## config.mk

```make
export PLATFORM = sky130hd
export DESIGN_NAME = qpu_exu_longpwbck
export DESIGN_NICKNAME = d
export VERILOG_FILES = /design/src/rtl/qpu_exu_longpwbck.sv
export SDC_FILE = /design/constraint.sdc
export NUM_CORES = 1
export LEC_CHECK = 0
export ABC_CLOCK_PERIOD_IN_PS = 1700
export CORE_MARGIN = 1
export CORE_UTILIZATION = 41
export DETAILED_ROUTE_END_ITERATION = 10
export HOLD_SLACK_MARGIN = 0.12
export PLACE_DENSITY = 0.82
export SYNTH_ARGS = -nofsm -noshare
export SYNTH_HDL_FRONTEND = slang
export SYNTH_SLANG_ARGS = --single-unit
```

## constraint.sdc

```tcl
create_clock -name clk -period 1.7 [get_ports clk]
set_clock_uncertainty 0.1 [all_clocks]
set_input_delay 0.255 -clock clk [delete_from_list [all_inputs] [get_ports clk]]
set_output_delay 0.255 -clock clk [all_outputs]
set_load 0.01 [all_outputs]
```

## src/rtl/qpu_exu_longpwbck.sv

```systemverilog
`default_nettype none
// ============================================================================
// Module   : qpu_exu_longpwbck
// Purpose  : Long-pipe write-back stage. Pairs LSU responses with the OITF
//            head and MCU measurement beats with the MOITF head, registers
//            the CRF / MRF write-backs and pops the FIFOs with one-cycle
//            retire pulses.
// Ports    : clk, rst (sync, active-high)
//            LSU response  : lsu_i_valid/ready, lsu_i_rdata
//            OITF head     : oitf_empty, oitf_ret_rdidx, oitf_ret_rdwen,
//                            oitf_ret_ena (pop)
//            CRF write-back: cwbck_o_valid/ready, cwbck_o_data, cwbck_o_rdidx
//            MCU results   : meas_i_valid/ready, meas_i_qubit, meas_i_result
//            MOITF head    : moitf_empty, ret_mf, moitf_ret_ena (pop)
//            MRF write-back: mwbck_o_valid/ready, mwbck_o_data, mwbck_o_mask
//            wbck_err      : sticky protocol error
// Config   : QPU_LONGPWBCK_ERR_EN enables the measurement protocol checker;
//            when undefined wbck_err is tied low.
// Revision : 1.0 - initial release
// ============================================================================
module qpu_exu_longpwbck #(
    parameter int XLEN      = 32,
    parameter int RFIDX_W   = 5,
    parameter int QUBIT_NUM = 8
) (
    input  logic                 clk,
    input  logic                 rst,
    // LSU response
    input  logic                 lsu_i_valid,
    output logic                 lsu_i_ready,
    input  logic [XLEN-1:0]      lsu_i_rdata,
    // OITF head
    input  logic                 oitf_empty,
    input  logic [RFIDX_W-1:0]   oitf_ret_rdidx,
    input  logic                 oitf_ret_rdwen,
    output logic                 oitf_ret_ena,
    // CRF write-back
    output logic                 cwbck_o_valid,
    input  logic                 cwbck_o_ready,
    output logic [XLEN-1:0]      cwbck_o_data,
    output logic [RFIDX_W-1:0]   cwbck_o_rdidx,
    // MCU results
    input  logic                 meas_i_valid,
    output logic                 meas_i_ready,
    input  logic [QUBIT_NUM-1:0] meas_i_qubit,
    input  logic [QUBIT_NUM-1:0] meas_i_result,
    // MOITF head
    input  logic                 moitf_empty,
    input  logic [QUBIT_NUM-1:0] ret_mf,
    output logic                 moitf_ret_ena,
    // MRF write-back
    output logic                 mwbck_o_valid,
    input  logic                 mwbck_o_ready,
    output logic [QUBIT_NUM-1:0] mwbck_o_data,
    output logic [QUBIT_NUM-1:0] mwbck_o_mask,
    // Sticky error
    output logic                 wbck_err
);

    localparam logic [1:0] M_IDLE    = 2'd0;
    localparam logic [1:0] M_COLLECT = 2'd1;
    localparam logic [1:0] M_WB      = 2'd2;

    // ------------------------------------------------------------------
    // Classical channel
    // ------------------------------------------------------------------
    logic                r_c_vld;
    logic [XLEN-1:0]     r_c_data;
    logic [RFIDX_W-1:0]  r_c_rdidx;
    logic                w_c_hs;

    // Ready is masked during reset so nothing is accepted or retired in a
    // cycle whose state update is being discarded.
    assign lsu_i_ready  = ~rst & ~oitf_empty & (~r_c_vld | cwbck_o_ready);
    assign w_c_hs       = lsu_i_valid & lsu_i_ready;
    assign oitf_ret_ena = w_c_hs;

    always_ff @(posedge clk) begin
        if (rst) begin
            r_c_vld   <= 1'b0;
            r_c_data  <= '0;
            r_c_rdidx <= '0;
        end else if (w_c_hs) begin
            // A handshake implies any held entry is leaving this cycle,
            // so a store simply leaves the register empty.
            r_c_vld <= oitf_ret_rdwen;
            if (oitf_ret_rdwen) begin
                r_c_data  <= lsu_i_rdata;
                r_c_rdidx <= oitf_ret_rdidx;
            end
        end else if (cwbck_o_ready) begin
            r_c_vld <= 1'b0;
        end
    end

    assign cwbck_o_valid = r_c_vld;
    assign cwbck_o_data  = r_c_data;
    assign cwbck_o_rdidx = r_c_rdidx;

    // ------------------------------------------------------------------
    // Measurement channel
    // ------------------------------------------------------------------
    logic [1:0]           r_m_state;
    logic [QUBIT_NUM-1:0] r_acc_got;
    logic [QUBIT_NUM-1:0] r_acc_res;
    logic [QUBIT_NUM-1:0] r_m_data;
    logic [QUBIT_NUM-1:0] r_m_mask;
    logic                 w_m_hs;
    logic [QUBIT_NUM-1:0] w_m_new;
    logic [QUBIT_NUM-1:0] w_got_n;
    logic [QUBIT_NUM-1:0] w_res_n;
    logic                 w_m_done;

    assign meas_i_ready = ~rst & ~moitf_empty & (r_m_state != M_WB);
    assign w_m_hs       = meas_i_valid & meas_i_ready;

    // Only qubits on the head's measure list are taken; a repeated report
    // of an already collected qubit overwrites the earlier value.
    assign w_m_new  = meas_i_qubit & ret_mf;
    assign w_got_n  = r_acc_got | w_m_new;
    assign w_res_n  = (r_acc_res & ~w_m_new) | (meas_i_result & w_m_new);
    assign w_m_done = ((w_got_n & ret_mf) == ret_mf);

    assign moitf_ret_ena = w_m_hs & w_m_done;

    always_ff @(posedge clk) begin
        if (rst) begin
            r_m_state <= M_IDLE;
            r_acc_got <= '0;
            r_acc_res <= '0;
            r_m_data  <= '0;
            r_m_mask  <= '0;
        end else begin
            case (r_m_state)
                M_IDLE, M_COLLECT: begin
                    if (w_m_hs) begin
                        if (w_m_done) begin
                            r_m_data  <= w_res_n & ret_mf;
                            r_m_mask  <= ret_mf;
                            r_acc_got <= '0;
                            r_acc_res <= '0;
                            r_m_state <= M_WB;
                        end else begin
                            r_acc_got <= w_got_n;
                            r_acc_res <= w_res_n;
                            r_m_state <= M_COLLECT;
                        end
                    end
                end
                M_WB: begin
                    if (mwbck_o_ready) begin
                        r_m_state <= M_IDLE;
                    end
                end
                default: r_m_state <= M_IDLE;
            endcase
        end
    end

    assign mwbck_o_valid = (r_m_state == M_WB);
    assign mwbck_o_data  = r_m_data;
    assign mwbck_o_mask  = r_m_mask;

    // ------------------------------------------------------------------
    // Protocol checker
    // ------------------------------------------------------------------
`ifdef QPU_LONGPWBCK_ERR_EN
    logic r_err;
    logic w_bad;

    // Out-of-list qubits or an empty qubit vector on an accepted beat.
    assign w_bad = w_m_hs & ((|(meas_i_qubit & ~ret_mf)) | ~(|meas_i_qubit));

    always_ff @(posedge clk) begin
        if (rst) begin
            r_err <= 1'b0;
        end else if (w_bad) begin
            r_err <= 1'b1;
        end
    end

    assign wbck_err = r_err;
`else
    assign wbck_err = 1'b0;
`endif

endmodule
`default_nettype wire

```

* After elaboration in Yosys (flattened, before gate mapping)
Index checks and enable logic that the tools add are counted.
Storage, ports and cells: register bits after elaboration 72, output and inout bits 60, bits of input ports 70
Operators by class: eq/ne operators 6, bitwise gates (word level) 20, reductions and logical operators 7, multiplexer cells 8
Operators with widths (number):
- $and 8x8->8 | 5
- $mux 8 | 2
- $or 8x8->8 | 2
- $eq 8x8->1 | 1
- $not 8->8 | 1
- $and 1x1->1 | 7
- $mux 2 | 3
- $reduce_and 2->1 | 3
- $ne 2x2->1 const B | 2
- $not 1->1 | 4
- $pmux 2 s2 | 1
- $reduce_and 3->1 | 1
- $eq 2x1->1 const B | 1
- $eq 2x2->1 const B | 1
- $logic_not 2->1 | 1
- $mux 1 | 2
- $ne 2x1->1 const B | 1
- $reduce_bool 2->1 | 1
- $reduce_or 2->1 | 1
- $or 1x1->1 | 1

* Longest topological paths before layout
Gate-level depths: netlist of the first run.
depth after elaboration 7, mapped depth 7

* Least setup slack after synthesis of the first run
No wires, ideal clock.
path kind flip-flop to flip-flop, from reg r_c_vld, in the netlist cwbck_o_valid, to reg r_c_data[10], in the netlist cwbck_o_data[10], stages on the path, launching flop included 7, library setup time 0.132 ns, arrival time 1.354 ns, path buffers 1, clock period less this slack 1.586 ns, slack 0.114 ns, cell sequence dfxtp_1 > nor2b_1 > nor3_2 > nand3_1 > clkbuf_1 > nand2_1 > a21oi_1
Between the ends: cells in the longest elaborated chain, start to end 5
RTL lines:
- start, declared | RTL line 67 | logic r_c_vld;
- start signal, assigned | RTL line 86 | r_c_vld <= oitf_ret_rdwen;
- $not 1->1 | RTL line 74 | assign lsu_i_ready = ~rst & ~oitf_empty & (~r_c_vld | cwbck_o_ready);
- $or 1x1->1 | RTL line 74
- $and 1x1->1 | RTL line 74
- via lsu_i_ready | RTL line 30 | output logic lsu_i_ready,
- $and 1x1->1 | RTL line 75 | assign w_c_hs = lsu_i_valid & lsu_i_ready;
- $reduce_and 2->1 (no source line)
- end signal, assigned | RTL line 88 | r_c_data <= lsu_i_rdata;
- end, declared | RTL line 68 | logic [XLEN-1:0] r_c_data;
The timed path passes the listed nets, and every way through them passes these cells. A chain may end at the register's enable or synchronous reset.

* Worst setup path in the final report of the first run
from in meas_i_qubit[1], to out moitf_ret_ena
Between the ends: cells in the longest elaborated chain, start to end 5
RTL lines:
- start, declared | RTL line 45 | input logic [QUBIT_NUM-1:0] meas_i_qubit,
- $and 8x8->8 | RTL line 119 | assign w_m_new = meas_i_qubit & ret_mf;
- $or 8x8->8 | RTL line 120 | assign w_got_n = r_acc_got | w_m_new;
- $and 8x8->8 | RTL line 122 | assign w_m_done = ((w_got_n & ret_mf) == ret_mf);
- $eq 8x8->1 | RTL line 122
- $and 1x1->1 | RTL line 124 | assign moitf_ret_ena = w_m_hs & w_m_done;
- end, declared | RTL line 50 | output logic moitf_ret_ena,
No other way between the ends.

==> results of run 1 <==
-- power breakdown --
part	internal [uW]	total, uW	switching (uW)
registers	1710	1730	16.3
clock network	858	1480	621
logic	309	523	213
-- final timing paths --
kind | from | to | slack, ns | cells past startpoint
worst max-delay path | meas_i_qubit[1] | moitf_ret_ena | -0.11 | 6
worst min-delay path | rst | r_m_state[1] | 0.19 | 3
worst max register to register | r_m_state[1] | r_acc_res[2] | -0.05 | 6
worst min register to register | cwbck_o_data[17] | cwbck_o_data[17] | 0.35 | 2
-- worst register-to-register path, cell delays in order, from the launching register on --
cell	delay, ns
sky130_fd_sc_hd__dfxtp_4	0.36
sky130_fd_sc_hd__buf_6	0.11
sky130_fd_sc_hd__nor4b_4	0.39
sky130_fd_sc_hd__clkbuf_16	0.25
sky130_fd_sc_hd__and3_4	0.18
sky130_fd_sc_hd__mux2i_1	0.20
sky130_fd_sc_hd__nor2_1	0.06
-- metrics by stage --
step                      utilization (%)  hold WS (ns)  setup WS (ns)  setup TNS (ns)  std cells
final                                73.4         0.192         -0.114          -0.167        573
after floorplan                         -         0.291          0.114               0        318
after global routing                 73.4         0.175         -0.170          -0.915        573
after detailed placement             66.5         0.346         -0.683          -18.19        549
after global placement               66.5         0.341         -0.663          -16.21        549
after CTS                            71.9         0.162         -0.181          -0.264        571
-- logic make-up (layout without fill, tap and decap cells) --
logic type / after synthesis / in the layout / synth area share (%)
DFF: 72 / 72 / 50.4
buffers and inverters: 21 / 195 / 4.55
other: 1 / 1 / 0.131
muxes: 16 / 16 / 5.64
and+or+nand+nor: 131 / 132 / 21.8
AOI/OAI and AO/OA: 77 / 77 / 17.5
-- metal layers --
layer / GRT usage (%) / wire length (um)
met4: 13.6 / 292
met1: 25.3 / 3480
met3: 4.23 / 329
met2: 40.1 / 4640
met5: 0 / 0
-- placed cells by master, fill, tap and decap left out, types with 5 or more instances in the layout --
cell                                n
sky130_fd_sc_hd__clkdlybuf4s50_1  113
sky130_fd_sc_hd__a31o_2             5
sky130_fd_sc_hd__mux2i_1           15
sky130_fd_sc_hd__dlymetal6s2s_1     6
sky130_fd_sc_hd__a21oi_1           41
sky130_fd_sc_hd__clkbuf_8          10
sky130_fd_sc_hd__nor2_1            12
sky130_fd_sc_hd__buf_6              5
sky130_fd_sc_hd__o21a_1             9
sky130_fd_sc_hd__dfxtp_1           67
sky130_fd_sc_hd__buf_4             42
sky130_fd_sc_hd__buf_12             5
sky130_fd_sc_hd__nand2_1           78
sky130_fd_sc_hd__and3_4             8
-- final cells by class --
type | instances | area, um^2 | area share, %
Sequential cell | 72 | 1450 | 29.2
Tap cell | 80 | 100 | 2.02
Clock buffer | 10 | 138 | 2.77
Multi-Input combinational cell | 226 | 1440 | 28.9
Inverter | 1 | 3.75 | 0.0756
Timing Repair Buffer | 179 | 1750 | 35.4
Clock inverter | 5 | 81.3 | 1.64
-- state kept, by name, indices dropped and copies added, names as in the netlist --
name / count
cwbck_o_data: 32
mwbck_o_data: 8
mwbck_o_mask: 8
r_acc_got: 8
r_acc_res: 8
cwbck_o_rdidx: 5
r_m_state: 2
cwbck_o_valid: 1
-- repair_timing --
action / in CTS / in global routing
endpoints found under the setup margin: 25 / 38
hold buffers: 0 / 0
buffers inserted: 12 / 3
pin swaps: 13 / 22
gates resized for setup: 39 / 37
cloned: 1 / 1
==> results.py, run 1 <==
metrics = {
    "worst_setup_path": {
        "crit_arrival_ns": 1.46,
        "cp.buffers_inverters": 2,
        "crit_path_end_kind": "output port",
        "critPathTopFamily": "buffers and inverters",
        "critical_path.max_fanout": 2,
        "timing.setup.critical_path_class": "in -> out",
        "critPathSlowestCell": "sky130_fd_sc_hd__clkdlybuf4s50_1",
        "critical-path-max-stage-delay_ns": 0.48,
        "worst-endpoint-required_ns": 1.34,
        "worstSetupStartpointType": "input pin",
        "critical_path.cell_chain": "clkdlybuf4s50_1 -> nor2_1 -> a22oi_2 -> and4_1 -> and3_1 -> buf_6",
    },
    "die": {
        "die-width_um": 85.5,
        "design.die.area_um2": 7310,
        "core_region_um2": 6760,
        "fp-row-count": 30,
        "design.portCount": 130,
        "initial_utilization_pct": 42.3,
        "floorplan.die.height_um": 85.5,
    },
    "placement": {
        "gpl.final_weighted_congestion": 0.794,
        "numPortBuffers": 128,
        "dp_hpwl_mm": 6.06,
        "placed_cell_area_um2": 4500,
    },
    "synthesis": {
        "post_synthesis_async_set_or_reset_flop_share_pct": 0,
        "synth_top_area_share_pct": 50.4,
        "synth_area_leaders": "sky130_fd_sc_hd__dfxtp_1 50%, sky130_fd_sc_hd__nand2_1 10%, sky130_fd_sc_hd__a21oi_1 7.5%",
        "synth-seq-area-share_pct": 50.4,
        "syn-cell-area_um2": 2860,
        "synthFlopType": "sky130_fd_sc_hd__dfxtp_1",
        "syn_nets": 388,
        "yosysWarnings": 0,
        "edff_count_synth": 0,
        "yosys.cell_types.count": 36,
        "synth_seq_cells": 72,
        "synthDominantAreaCellType": "sky130_fd_sc_hd__dfxtp_1",
        "syn-mean-instance-area_um2": 8.99,
        "synthCells": 318,
        "synthMostInstantiatedCell": "sky130_fd_sc_hd__nand2_1",
        "synth_commonest_cells": "78 x sky130_fd_sc_hd__nand2_1, 72 x sky130_fd_sc_hd__dfxtp_1, 43 x sky130_fd_sc_hd__a21oi_1",
    },
    "timing": {
        "timing.final.setup_violations": 2,
        "grt_setup_unrepaired": "yes",
        "fin_crit_sh_pct": 107,
        "post-route-min-period_ns": 1.81,
        "slew_violations": 0,
        "timing.final.hold_violations": 0,
        "max_freq_ghz": 0.551,
        "post-route-worst-setup-slack_ns": -0.114,
    },
    "global_routing": {
        "overflow": 0,
        "grt_first_pass_wirelength_mm": 12.9,
        "grt_antenna_before_repair": 0,
        "vias_in_the_first_global_route": 2779,
        "groute.usage.overall_pct": 22.7,
        "grt_start_max_net_pins": 38,
    },
    "clock_tree": {
        "max-clock-path-buffers": 2,
        "cts.htree.levels": 3,
        "clk_transition_reported_paths_ns": 0.07,
        "numCtsBuffers": 9,
        "cts_tree": "built",
        "cts_sinks": 72,
        "insertion_delay_ns": 0.33,
        "ctsRootBufferMaster": "sky130_fd_sc_hd__clkbuf_8",
    },
    "flow_run": {
        "maxCapViolations": 0,
    },
    "cells_and_area": {
        "diodes": 0,
        "areaGrowthSynthToFinish_pct": 73.5,
        "finalNetCount": 559,
        "post_route_cells_drive_above_1_share_pct": 23.9,
        "fillCellCount": 503,
        "final_cell_area_um2": 4960,
    },
    "drt": {
        "total_number_of_vias": 2932,
        "post-route-drc-count": 0,
        "avgRoutedWirePerCell_um": 15.3,
        "final_routed_wirelength_across_all_metal_layers_mm": 8.75,
        "drt_antenna_net_count": 0,
        "first_pass_iters": 8,
        "detailed_route_vias_per_instance": 5.12,
        "drtIter0Drc": 100,
    },
    "power_and_ir_drop": {
        "cellPowerDensity_nw_per_um2": 752,
        "max-vdd-ir-drop_mv": 0.579,
        "leakage_uw": 0.00190,
        "report.power.total_uw": 3730,
    },
    "outcome": {
        "status": "finished, violations left",
        "violations_in_the_final_reports": "negative setup slack",
    },
    "hold_path": {
        "hold_path_class": "in -> reg",
    },
}
(Power assumes the default switching activity.)
==> run 2: changes to the inputs <==
--- a/config.mk
+++ b/config.mk
@@ -10,6 +10,7 @@
 export CORE_UTILIZATION = 41
 export DETAILED_ROUTE_END_ITERATION = 10
 export HOLD_SLACK_MARGIN = 0.12
+export MAX_ROUTING_LAYER = met4
 export PLACE_DENSITY = 0.82
 export SYNTH_ARGS = -nofsm -noshare
 export SYNTH_HDL_FRONTEND = slang
==> results.py, run 2 (synthesis gave the netlist of run 1 again) <==
metrics = {
    "global_routing": {
        "grt_start_max_net_pins": 38,
        "vias_in_the_first_global_route": 2788,
        "overflow": 0,
        "grt_antenna_before_repair": 0,
        "groute.usage.overall_pct": 23.3,
        "grt_first_pass_wirelength_mm": 12.9,
    },
    "clock_tree": {
        "cts.htree.levels": 3,
        "clk_transition_reported_paths_ns": 0.07,
        "cts_sinks": 72,
        "numCtsBuffers": 9,
        "insertion_delay_ns": 0.33,
        "ctsRootBufferMaster": "sky130_fd_sc_hd__clkbuf_8",
        "max-clock-path-buffers": 2,
        "cts_tree": "built",
    },
    "die": {
        "initial_utilization_pct": 42.3,
        "die-width_um": 85.5,
        "design.portCount": 130,
        "design.die.area_um2": 7310,
        "fp-row-count": 30,
        "floorplan.die.height_um": 85.5,
        "core_region_um2": 6760,
    },
    "worst_setup_path": {
        "worst-endpoint-required_ns": 1.34,
        "critical_path.cell_chain": "nor3b_2 -> a21oi_2 -> and4_1 -> and3_1 -> buf_6",
        "critical-path-max-stage-delay_ns": 0.33,
        "crit_arrival_ns": 1.46,
        "timing.setup.critical_path_class": "reg -> out",
        "critPathSlowestCell": "sky130_fd_sc_hd__dfxtp_2",
        "worstSetupStartpointType": "register",
        "crit_path_end_kind": "output port",
        "critPathTopFamily": "simple AND/OR/NAND/NOR gates",
        "crit-reg2reg-launch": "r_m_state[1]",
        "cp.buffers_inverters": 1,
        "critical_path.max_fanout": 2,
        "timing.critical_path.from": "r_acc_got[4]",
    },
    "timing": {
        "timing.final.setup_violations": 2,
        "max_freq_ghz": 0.552,
        "timing.final.hold_violations": 0,
        "fin_crit_sh_pct": 107,
        "setup_total_negative_slack_ns": -0.166,
        "post-route-worst-setup-slack_ns": -0.112,
        "grt_setup_unrepaired": "yes",
        "slew_violations": 0,
        "post-route-min-period_ns": 1.81,
    },
    "placement": {
        "dp_hpwl_mm": 6.06,
        "numPortBuffers": 128,
        "gpl.final_weighted_congestion": 0.805,
    },
    "drt": {
        "post-route-drc-count": 0,
        "avgRoutedWirePerCell_um": 15.3,
        "drt_antenna_net_count": 0,
        "drtIter0Drc": 109,
        "total_number_of_vias": 2937,
        "first_pass_iters": 6,
        "detailed_route_vias_per_instance": 5.13,
        "final_routed_wirelength_across_all_metal_layers_mm": 8.74,
    },
    "cells_and_area": {
        "final_cell_mix": "111 x sky130_fd_sc_hd__clkdlybuf4s50_1, 78 x sky130_fd_sc_hd__nand2_1, 67 x sky130_fd_sc_hd__dfxtp_1",
        "max_ffs_per_register": 32,
        "final_core_utilization_pct": 73.5,
        "areaGrowthSynthToFinish_pct": 73.6,
        "diodes": 0,
        "post_route_cells_drive_above_1_share_pct": 23.9,
        "leading_cell_type_in_the_layout_fill_and_taps_excluded": "sky130_fd_sc_hd__clkdlybuf4s50_1",
        "finalNetCount": 559,
    },
    "power_and_ir_drop": {
        "cellPowerDensity_nw_per_um2": 751,
        "leakage_uw": 0.00192,
        "max-vdd-ir-drop_mv": 0.579,
    },
    "flow_run": {
        "maxCapViolations": 0,
    },
    "hold_path": {
        "hold_path_class": "in -> reg",
        "hold_path.startpoint": "rst",
    },
    "outcome": {
        "status": "finished, violations left",
        "violations_in_the_final_reports": "negative setup slack",
    },
}
[run 2: cell types whose count changed in the layout (fill, tap and decap cells not counted), sizes merged]
cell / delta
clkdlybuf4s50: -2
dlymetal6s2s: +2
clkdlybuf4s15: -1
dlygate4sd2: +1
[run 2: what timing repair did]
item,CTS,global route
buffers inserted,12,3
hold buffers,0,0
cloned,1,1
setup endpoints to repair,25,38
hold endpoints to repair,0,0
gates resized for setup,39,38
pin swaps,13,22
[run 2: power breakdown]
group          internal (uW)  leakage, uW  switching, uW  total [uW]
combinational            309      0.00123            213         522
sequential              1710     0.000585           16.2        1730
clock                    858     0.000108            620        1480
total                   2880      0.00192            849        3730
[run 2: stage by stage]
step,setup WS [ns],area (um^2),cells,hold slack (ns),power [uW]
final,-0.112,4970,573,0.192,3730
after global routing,-0.167,4970,573,0.178,3880
after CTS,-0.181,4860,571,0.162,3760
after detailed placement,-0.683,4500,549,0.346,2250
after global placement,-0.663,4500,549,0.341,2240
after floorplan,0.114,2860,318,0.291,1930
[run 2: cell type report]
| cell class | count | area (um^2) |
|---|---|---|
| flip-flops and latches | 72 | 1450 |
| clock buffers | 10 | 138 |
| repair buffers | 179 | 1760 |
| inverters | 1 | 3.75 |
| fillers | 500 | 1790 |
| clock inverters | 5 | 81.3 |
| well taps | 80 | 100 |
| multi-input cells | 226 | 1440 |
[run 2: final timing paths]
check,slack (ns),endpoint,depth (start not counted)
worst max-delay path,-0.11,moitf_ret_ena,5
worst min-delay path,0.19,r_m_state[1],3
worst max register to register,-0.05,r_acc_res[2],6
worst min register to register,0.35,cwbck_o_data[17],2
[run 2: layer usage]
metal | vias to the layer above | GRT usage, % | share of wire [%]
met5 | - | - | 0
met4 | 0 | 13.6 | 3.1
met3 | 25 | 3.56 | 3.1
met2 | 76 | 40.1 | 53
met1 | 1392 | 25.5 | 41
li1 | 1444 | - | -
[run 2: worst reg2reg max path: stages (launching register included)]
cell	delay, ns
sky130_fd_sc_hd__dfxtp_4	0.36
sky130_fd_sc_hd__buf_6	0.11
sky130_fd_sc_hd__nor4b_4	0.39
sky130_fd_sc_hd__clkbuf_16	0.25
sky130_fd_sc_hd__and3_4	0.18
sky130_fd_sc_hd__mux2i_1	0.20
sky130_fd_sc_hd__nor2_1	0.06
